### config.mk
export PLATFORM = sky130hd
export DESIGN_NAME = iterative_karatsuba_nbit
export DESIGN_NICKNAME = d
export VERILOG_FILES = /design/src/rtl/karatsuba_pkg.sv /design/src/rtl/karatsuba_mult_half.sv /design/src/rtl/iterative_karatsuba_nbit.sv
export SDC_FILE = /design/constraint.sdc
export NUM_CORES = 1
export LEC_CHECK = 0
export BUFFER_PORTS_ARGS = -buffer_cell sky130_fd_sc_hd__buf_2
export CORE_MARGIN = 2
export CORE_UTILIZATION = 55
export DETAILED_ROUTE_END_ITERATION = 8
export PLACE_DENSITY = 0.73
export SETUP_SLACK_MARGIN = 0.3
export SYNTH_ARGS = -nofsm -noshare
export SYNTH_HDL_FRONTEND = slang
export SYNTH_SLANG_ARGS = --single-unit
export TNS_END_PERCENT = 1
### constraint.sdc
create_clock -name clk -period 13.1 [get_ports clk]
set_input_delay 0.655 -clock clk [delete_from_list [all_inputs] [get_ports clk]]
set_output_delay 0.655 -clock clk [all_outputs]
set_load 0.01 [all_outputs]
### src/rtl/karatsuba_pkg.sv
// Shared types and width helpers for the iterative Karatsuba multiplier.
// States are one-hot; width helpers derive half, half+1 and combine widths from W.
package karatsuba_pkg;

    typedef enum logic [5:0] {
        S_IDLE    = 6'b000001,
        S_MUL_HH  = 6'b000010,
        S_MUL_LL  = 6'b000100,
        S_MUL_MID = 6'b001000,
        S_COMBINE = 6'b010000,
        S_DONE    = 6'b100000
    } state_t;

    function automatic int half_w(input int w);
        return w / 2;
    endfunction

    // Half-sums (A_h + A_l) need one extra bit
    function automatic int half_m(input int w);
        return w / 2 + 1;
    endfunction

    function automatic int prod_w(input int w);
        return 2 * w + 2;
    endfunction

endpackage

### src/rtl/karatsuba_mult_half.sv
// Combinational N x N -> 2N unsigned multiplier; the single shared multiplier
// reused for the high, low and middle partial products.
module karatsuba_mult_half #(
    parameter int N = 17
) (
    input  logic [N-1:0]   a,
    input  logic [N-1:0]   b,
    output logic [2*N-1:0] p
);

    assign p = {{N{1'b0}}, a} * {{N{1'b0}}, b};

endmodule

### src/rtl/iterative_karatsuba_nbit.sv
// Iterative W x W -> 2W Karatsuba multiplier: three passes through one (W/2+1)-bit
// multiplier, then a combine step. Optional signed mode via KARATSUBA_SIGNED_EN.
module iterative_karatsuba_nbit
    import karatsuba_pkg::*;
#(
    parameter int W = 32
) (
    input  logic           clk,
    input  logic           rst,
    input  logic           in_valid,
    output logic           in_ready,
    input  logic [W-1:0]   A,
    input  logic [W-1:0]   B,
    output logic           out_valid,
    input  logic           out_ready,
    output logic [2*W-1:0] C
`ifdef KARATSUBA_SIGNED_EN
    ,
    input  logic           is_signed
`endif
);

    localparam int H  = half_w(W);
    localparam int HM = half_m(W);
    localparam int PW = prod_w(W);

    state_t          state, state_nxt;
    logic [W-1:0]    a_q, b_q, a_cap, b_cap;
    logic [2*HM-1:0] p_hh, p_ll, p_m, mul_p;
    logic [HM-1:0]   mul_a, mul_b;
    logic [PW-1:0]   mid;
    logic [2*W-1:0]  c_q, c_sum, c_fin;

    always_ff @(posedge clk or negedge rst) begin
        if (!rst) state <= S_IDLE;
        else      state <= state_nxt;
    end

    always_comb begin
        state_nxt = state;
        case (state)
            S_IDLE:    if (in_valid) state_nxt = S_MUL_HH;
            S_MUL_HH:  state_nxt = S_MUL_LL;
            S_MUL_LL:  state_nxt = S_MUL_MID;
            S_MUL_MID: state_nxt = S_COMBINE;
            S_COMBINE: state_nxt = S_DONE;
            S_DONE:    if (out_ready) state_nxt = S_IDLE;
            default:   state_nxt = S_IDLE;
        endcase
    end

    assign in_ready  = (state == S_IDLE);
    assign out_valid = (state == S_DONE);
    assign C         = c_q;

    // Operand select for the shared multiplier; zero when idle so it does not toggle
    always_comb begin
        mul_a = '0;
        mul_b = '0;
        case (state)
            S_MUL_HH: begin
                mul_a = {1'b0, a_q[W-1:H]};
                mul_b = {1'b0, b_q[W-1:H]};
            end
            S_MUL_LL: begin
                mul_a = {1'b0, a_q[H-1:0]};
                mul_b = {1'b0, b_q[H-1:0]};
            end
            S_MUL_MID: begin
                mul_a = {1'b0, a_q[W-1:H]} + {1'b0, a_q[H-1:0]};
                mul_b = {1'b0, b_q[W-1:H]} + {1'b0, b_q[H-1:0]};
            end
            default: ;
        endcase
    end

    karatsuba_mult_half #(.N(HM)) u_mult (
        .a (mul_a),
        .b (mul_b),
        .p (mul_p)
    );

    // Middle term is non-negative and below 2^(W+1), so a plain subtract suffices
    assign mid   = PW'(p_m - p_hh - p_ll);
    assign c_sum = (2*W)'((PW'(p_hh) << W) + (mid << H) + PW'(p_ll));

`ifdef KARATSUBA_SIGNED_EN
    logic sign_q;

    // Signed operands are reduced to magnitudes; the sign is reapplied at combine
    assign a_cap = (is_signed && A[W-1]) ? -A : A;
    assign b_cap = (is_signed && B[W-1]) ? -B : B;
    assign c_fin = sign_q ? -c_sum : c_sum;

    always_ff @(posedge clk or negedge rst) begin
        if (!rst)
            sign_q <= 1'b0;
        else if (state == S_IDLE && in_valid)
            sign_q <= is_signed & (A[W-1] ^ B[W-1]);
    end
`else
    assign a_cap = A;
    assign b_cap = B;
    assign c_fin = c_sum;
`endif

    always_ff @(posedge clk or negedge rst) begin
        if (!rst) begin
            a_q  <= '0;
            b_q  <= '0;
            p_hh <= '0;
            p_ll <= '0;
            p_m  <= '0;
            c_q  <= '0;
        end else begin
            case (state)
                S_IDLE: if (in_valid) begin
                    a_q <= a_cap;
                    b_q <= b_cap;
                end
                S_MUL_HH:  p_hh <= mul_p;
                S_MUL_LL:  p_ll <= mul_p;
                S_MUL_MID: p_m  <= mul_p;
                S_COMBINE: c_q  <= c_fin;
                default: ;
            endcase
        end
    end

endmodule

# ---- After elaboration in Yosys (flattened, before gate mapping)
# Index checks and enable logic that the tools add are counted.
dict set report totals {
  ff_bits 236
  inputBits 68
  out_inout_bits 66
  elab_cells 29
}
dict set report classes {
  addsub 6
  multipliers 1
  eq_ne 8
  n_mux 5
  reduce_logical 2
}
# cell count
set op_table {}
lappend op_table {{17-bit case mux with 3 select lines} 2}
lappend op_table {{64-bit by 34-bit adder with 64-bit output} 1}
lappend op_table {{64-bit adder} 1}
lappend op_table {{6-bit case mux with 6 select lines} 1}
lappend op_table {{35-bit by 35-bit subtractor with 36-bit output} 1}
lappend op_table {{34-bit by 34-bit subtractor with 35-bit output} 1}
lappend op_table {{16-bit by 16-bit adder with 17-bit output} 2}
lappend op_table {{17-bit by 17-bit multiplier with 34-bit output} 1}
lappend op_table {{6-bit 2-to-1 mux} 2}
lappend op_table {{6-bit by 1-bit == test with 1-bit output, second input constant} 1}
lappend op_table {{6-bit by 2-bit == test with 1-bit output, second input constant} 1}
lappend op_table {{6-bit by 3-bit == test with 1-bit output, second input constant} 1}
lappend op_table {{6-bit by 4-bit == test with 1-bit output, second input constant} 1}
lappend op_table {{6-bit by 5-bit == test with 1-bit output, second input constant} 1}
lappend op_table {{6-bit == test, second input constant} 1}
lappend op_table {{2-bit AND reduction} 2}
lappend op_table {{2-bit by 1-bit inequality test with 1-bit output, second input constant} 1}
lappend op_table {{2-bit inequality test, second input constant} 1}

# ---- Logic depth before layout (Yosys ltp)
dict set report depth {
  word_depth 4
  ltp_mapped 36
  mapped_depth_nobuf 36
}

# ---- Hierarchy
# Synthesis repeated with hierarchy kept, for this count alone.
dict set report unflattened {
  hier_cells 3156
  area_unflattened_um2 26565.5
}
# module n_inst cells_each area_per_inst_um2 seq_area_each_um2
set by_module_without_submodules {}
lappend by_module_without_submodules {iterative_karatsuba_nbit 1 1979 16689.8 5906.9}
lappend by_module_without_submodules {karatsuba_mult_half 1 1177 9875.7 0.0}

# ---- Worst setup path after synthesis
# No wires, ideal clock.
dict set report synth_path {
  path_kind {register -> register}
  from {register a_q[1]}
  to {register p_hh[32]}
  setup_time_ns 0.148
  arrival_ns 8.690
  required_ns 12.952
  slack_ns 4.263
  stages_incl_launch_ff 30
  path_buffers 1
  synth_period_minus_slack_ns 8.837
  path_cell_list {dfrtp_1 ha_1 a21o_1 a21o_1 a2111o_1 a41o_1 o41a_1 a31o_2 xnor2_1 o21ai_1 clkbuf_1 nand2_1 fa_1 inv_1 fa_1 fa_1 inv_1 fa_1 fa_1 inv_1 fa_1 ha_1 and3_1 and2_1 a221oi_1 o21ai_1 a311o_1 a211o_1 a2111oi_0 a21oi_1}
}
dict set report synth_between {
  elab_chain_len 3
}
# element line
set synth_rtl {}
lappend synth_rtl {{start, declared} iterative_karatsuba_nbit.sv:28} ;# logic [W-1:0] a_q, b_q, a_cap, b_cap;
lappend synth_rtl {{start signal, assigned} iterative_karatsuba_nbit.sv:118} ;# a_q <= a_cap;
lappend synth_rtl {{16-bit by 16-bit adder with 17-bit output} iterative_karatsuba_nbit.sv:70} ;# mul_a = {1'b0, a_q[W-1:H]} + {1'b0, a_q[H-1:0]};
lappend synth_rtl {{17-bit case mux with 3 select lines *} iterative_karatsuba_nbit.sv:60} ;# case (state)
lappend synth_rtl {{17-bit by 17-bit multiplier with 34-bit output *} karatsuba_mult_half.sv:11} ;# assign p = {{N{1'b0}}, a} * {{N{1'b0}}, b};
lappend synth_rtl {{end signal, assigned} iterative_karatsuba_nbit.sv:121} ;# S_MUL_HH: p_hh <= mul_p;
lappend synth_rtl {{end, declared} iterative_karatsuba_nbit.sv:29} ;# logic [2*HM-1:0] p_hh, p_ll, p_m, mul_p;
# Mark *: on every way between the ends. The rest lies on a longest branch, timed or not.
# A chain may end at the register's enable or synchronous reset.

# ---- Worst setup path after layout
dict set report layout_path {
  from {register a_q[1]}
  to {register p_m[32]}
}
dict set report layout_between {
  elab_chain_len 3
}
# element line
set layout_rtl {}
lappend layout_rtl {{16-bit by 16-bit adder with 17-bit output} iterative_karatsuba_nbit.sv:70}
lappend layout_rtl {{17-bit case mux with 3 select lines *} iterative_karatsuba_nbit.sv:60}
lappend layout_rtl {{17-bit by 17-bit multiplier with 34-bit output *} karatsuba_mult_half.sv:11}
lappend layout_rtl {{end signal, assigned} iterative_karatsuba_nbit.sv:123} ;# S_MUL_MID: p_m <= mul_p;
lappend layout_rtl {{end, declared} iterative_karatsuba_nbit.sv:29}
# Marks and branches as above.

==> flow_summary.toml <==
[status]
status = "finished clean"

[route]
vias_per_cell = 5.762
wl_per_cell_um = 18.98
via_count = 21908
drt_iter0_drc = 1350
routed_wl_mm = 72.15
ant_nets = 0
drcViolationCount = 0
drtPass1Iterations = 5

[cts]
htreeDepth = 1
insertion_delay_ns = 0.61
root_buffer = "clkbuf_16"
cts_tree = "yes"
cts_resized = 0
cts_made_buffers = 28
clock-sinks = 236
clk_pin_slew_ns = 0.07
cts_max_path_buffers = 3
cts_setup_buffers = 0
cts-hold-fix-buffers = 0

[global_routing]
first_global_vias = 22152
grt_util_met1 = 0.3671
grt_util_met3 = 0.03830
grt_pass1_wl_mm = 116.2
overflow = 0
antenna_found_initial = 0
use_met2 = 0.5114
grt.total_usage = 0.2939
top_usage_layer = "met2"
grt_max_degree = 111

[run]
cap_violations = 0

[cells_and_area]
synthToLayoutAreaGrowth_pct = 8.218
ff_latch_area_um2 = 5907
multiInputGateArea_um2 = 18470
fill_cells = 4207
n_antenna_cell = 0
drive_above_1_share = 0.07981
fin_nets = 3773

[synthesis]
synth_edf_count = 0
synth_top_family_by_area = "adder cells"
synth_area_um2 = 26170
syn_inst = 3088
synth_flop_cell = "dfrtp_1"
synth_area_leader_cell = "dfrtp_1"
yosysTopAreaCellShare = 0.2247
async_reset_ff_frac = 1.000
yosys.area_share.simple = 0.1688
synth_seq_cells = 236
synth.area.top_cells = "dfrtp_1 22%, fa_1 18%, ha_1 14%"
avgSynthCellArea_um2 = 8.476
ys_seq_area_frac = 0.2257
muxShareOfSynthArea = 0.01018
synth_adder_area_share = 0.3196
synth_fp_nets = 3686
synth-compound-area-share = 0.1554
synth_warnings = 0
synthXorXnorAreaFrac = 0.05053
synth_cell_types = 75

[sta]
setup_viol = 0
hold_viol = 0
rsz0062_at_grt = "no"
setup_tns_ns = 0
max_slew_margin = 0.2657
tightest_slew_ns = 1.101
period_needed_ns = 9.858
finalMaxSlewViolations = 0
fin_crit_sh = 0.7525
clock.fmax_mhz = 101.4
skew_ns = 0.03462

[worst_setup_path]
r2r_cells = 29
r2r_end = "p_m[32]"
slowest_delay_ns = 0.71
crit_top_cell = "fa_1"
worstPathRequired_ns = 13.56
critPathSlowestCell = "a2111oi_0"
crit_path_start = "a_q[1]"
worstSetupStartpointType = "flop"
critical_path.endpoint = "p_m[32]"
critPathKind = "flop to flop"
worst_ep_arrival_time_ns = 10.31
path_max_fanout = 17
worstSetupEndpointType = "flop"
r2r_setup_slack_ns = 3.24
r2r-start = "a_q[1]"

[die]
die_area_um2 = 49350
die_h_um = 222.1
num_io_pins = 134
start_util = 0.5598
core_um2 = 46750
die-width_um = 222.1
placementRows = 79

[min_path]
hold_class = "input port to async pin"

[placed_design]
gp_congestion = 0.9847
io_buffers = 133
hpwl_mm = 58.60
per-layer routing:
metal | vias to the layer above | routed length, um
met4 | 0 | 3611
met2 | 682 | 34990
met3 | 171 | 3657
met5 | - | 0
li1 | 10418 | -
met1 | 10637 | 29890
per-stage QoR:
step	worst slack (ns)	hold slack (ns)	instance area, um2	instances	utilization
6_report	3.242	0.06261	28320	3802	0.6058
5_1_grt	2.808	0.1514	28320	3802	0.6058
4_1_cts	3.284	0.1293	28320	3802	0.6058
3_5_place_dp	3.271	0.4646	27430	3752	0.5867
3_3_place_gp	3.617	0.4558	27430	3752	0.5867
2_1_floorplan	4.263	0.3594	26170	3088	-
cells in the final DEF (no fill, tap or decap), types with 16 or more instances in the layout:
cell / synthesis / routed
nand2_1: 651 / 650
xor2_1: 55 / 55
and2_1: 40 / 40
nor2_1: 138 / 138
nand2b_1: 21 / 21
fa_1: 231 / 231
o21a_1: 38 / 38
a22oi_1: 21 / 21
dfrtp_1: 235 / 235
a21o_1: 81 / 81
mux2_2: 21 / 21
nand3_1: 32 / 32
a211oi_1: 19 / 19
o21ai_0: 158 / 157
a21oi_1: 142 / 142
inv_1: 381 / 380
ha_1: 299 / 299
buf_4: 0 / 24
xnor2_1: 96 / 96
nor2b_1: 16 / 16
o21ai_1: 42 / 40
clkbuf_16: 0 / 28
nor3_1: 46 / 46
buf_2: 0 / 132
cells by family after synthesis:
group                      Yosys count
AOI/OAI and AO/OA                  633
xor gates and xnor gates           151
adders and majority gates          530
buffers and inverters              484
DFF                                236
muxes                               24
and+or+nand+nor                   1030
how the worst min path moves through the flow:
stage,endpoint,cells past startpoint
finish,C[43],1
global route,C[35],1
CTS,C[43],1
detailed placement,C[34],2
global placement,C[22],2
floorplan,C[0],0
synthesized netlist by cell type (9+ instances only):
library cell	n
a211oi_1	19
a21o_1	81
a21oi_1	142
a221o_1	10
a22oi_1	21
a31oi_1	12
and2_1	40
and3_1	14
buf_1	11
clkbuf_1	88
dfrtp_1	235
fa_1	231
ha_1	299
inv_1	381
mux2_2	21
nand2_1	651
nand2_2	9
nand2b_1	21
nand3_1	32
nor2_1	138
nor2b_1	16
nor3_1	46
nor4_1	9
o21a_1	38
o21ai_0	158
o21ai_1	42
o21bai_1	12
o31ai_1	9
or3_1	13
xnor2_1	96
xor2_1	55
sequential cells by signal, indices dropped and copies added (netlist names):
name   cells
p_m       34
p_hh      34
p_ll      34
b_q       32
C         64
state      6
a_q       32
final cells by class:
class / instances / share of cell area
Clock inverter: 13 / 0.004815
Sequential cell: 236 / 0.2086
Tap cell: 607 / 0.02681
Timing Repair Buffer: 157 / 0.03022
Inverter: 384 / 0.05089
Multi-Input combinational cell: 2368 / 0.6521
Clock buffer: 37 / 0.02664
critical path: cells and delay by family, from the launching register on:
family | cells | cell delay [ns]
buffers and inverters | 3 | 0.15
AOI/OAI and AO/OA | 17 | 5.35
DFF | 1 | 0.40
and+or+nand+nor | 1 | 0.10
adders and majority gates | 8 | 3.74
Power is left out: the tool's default activity adds up to more than one toggle a clock period on the data nets, which glitch-free logic cannot reach.
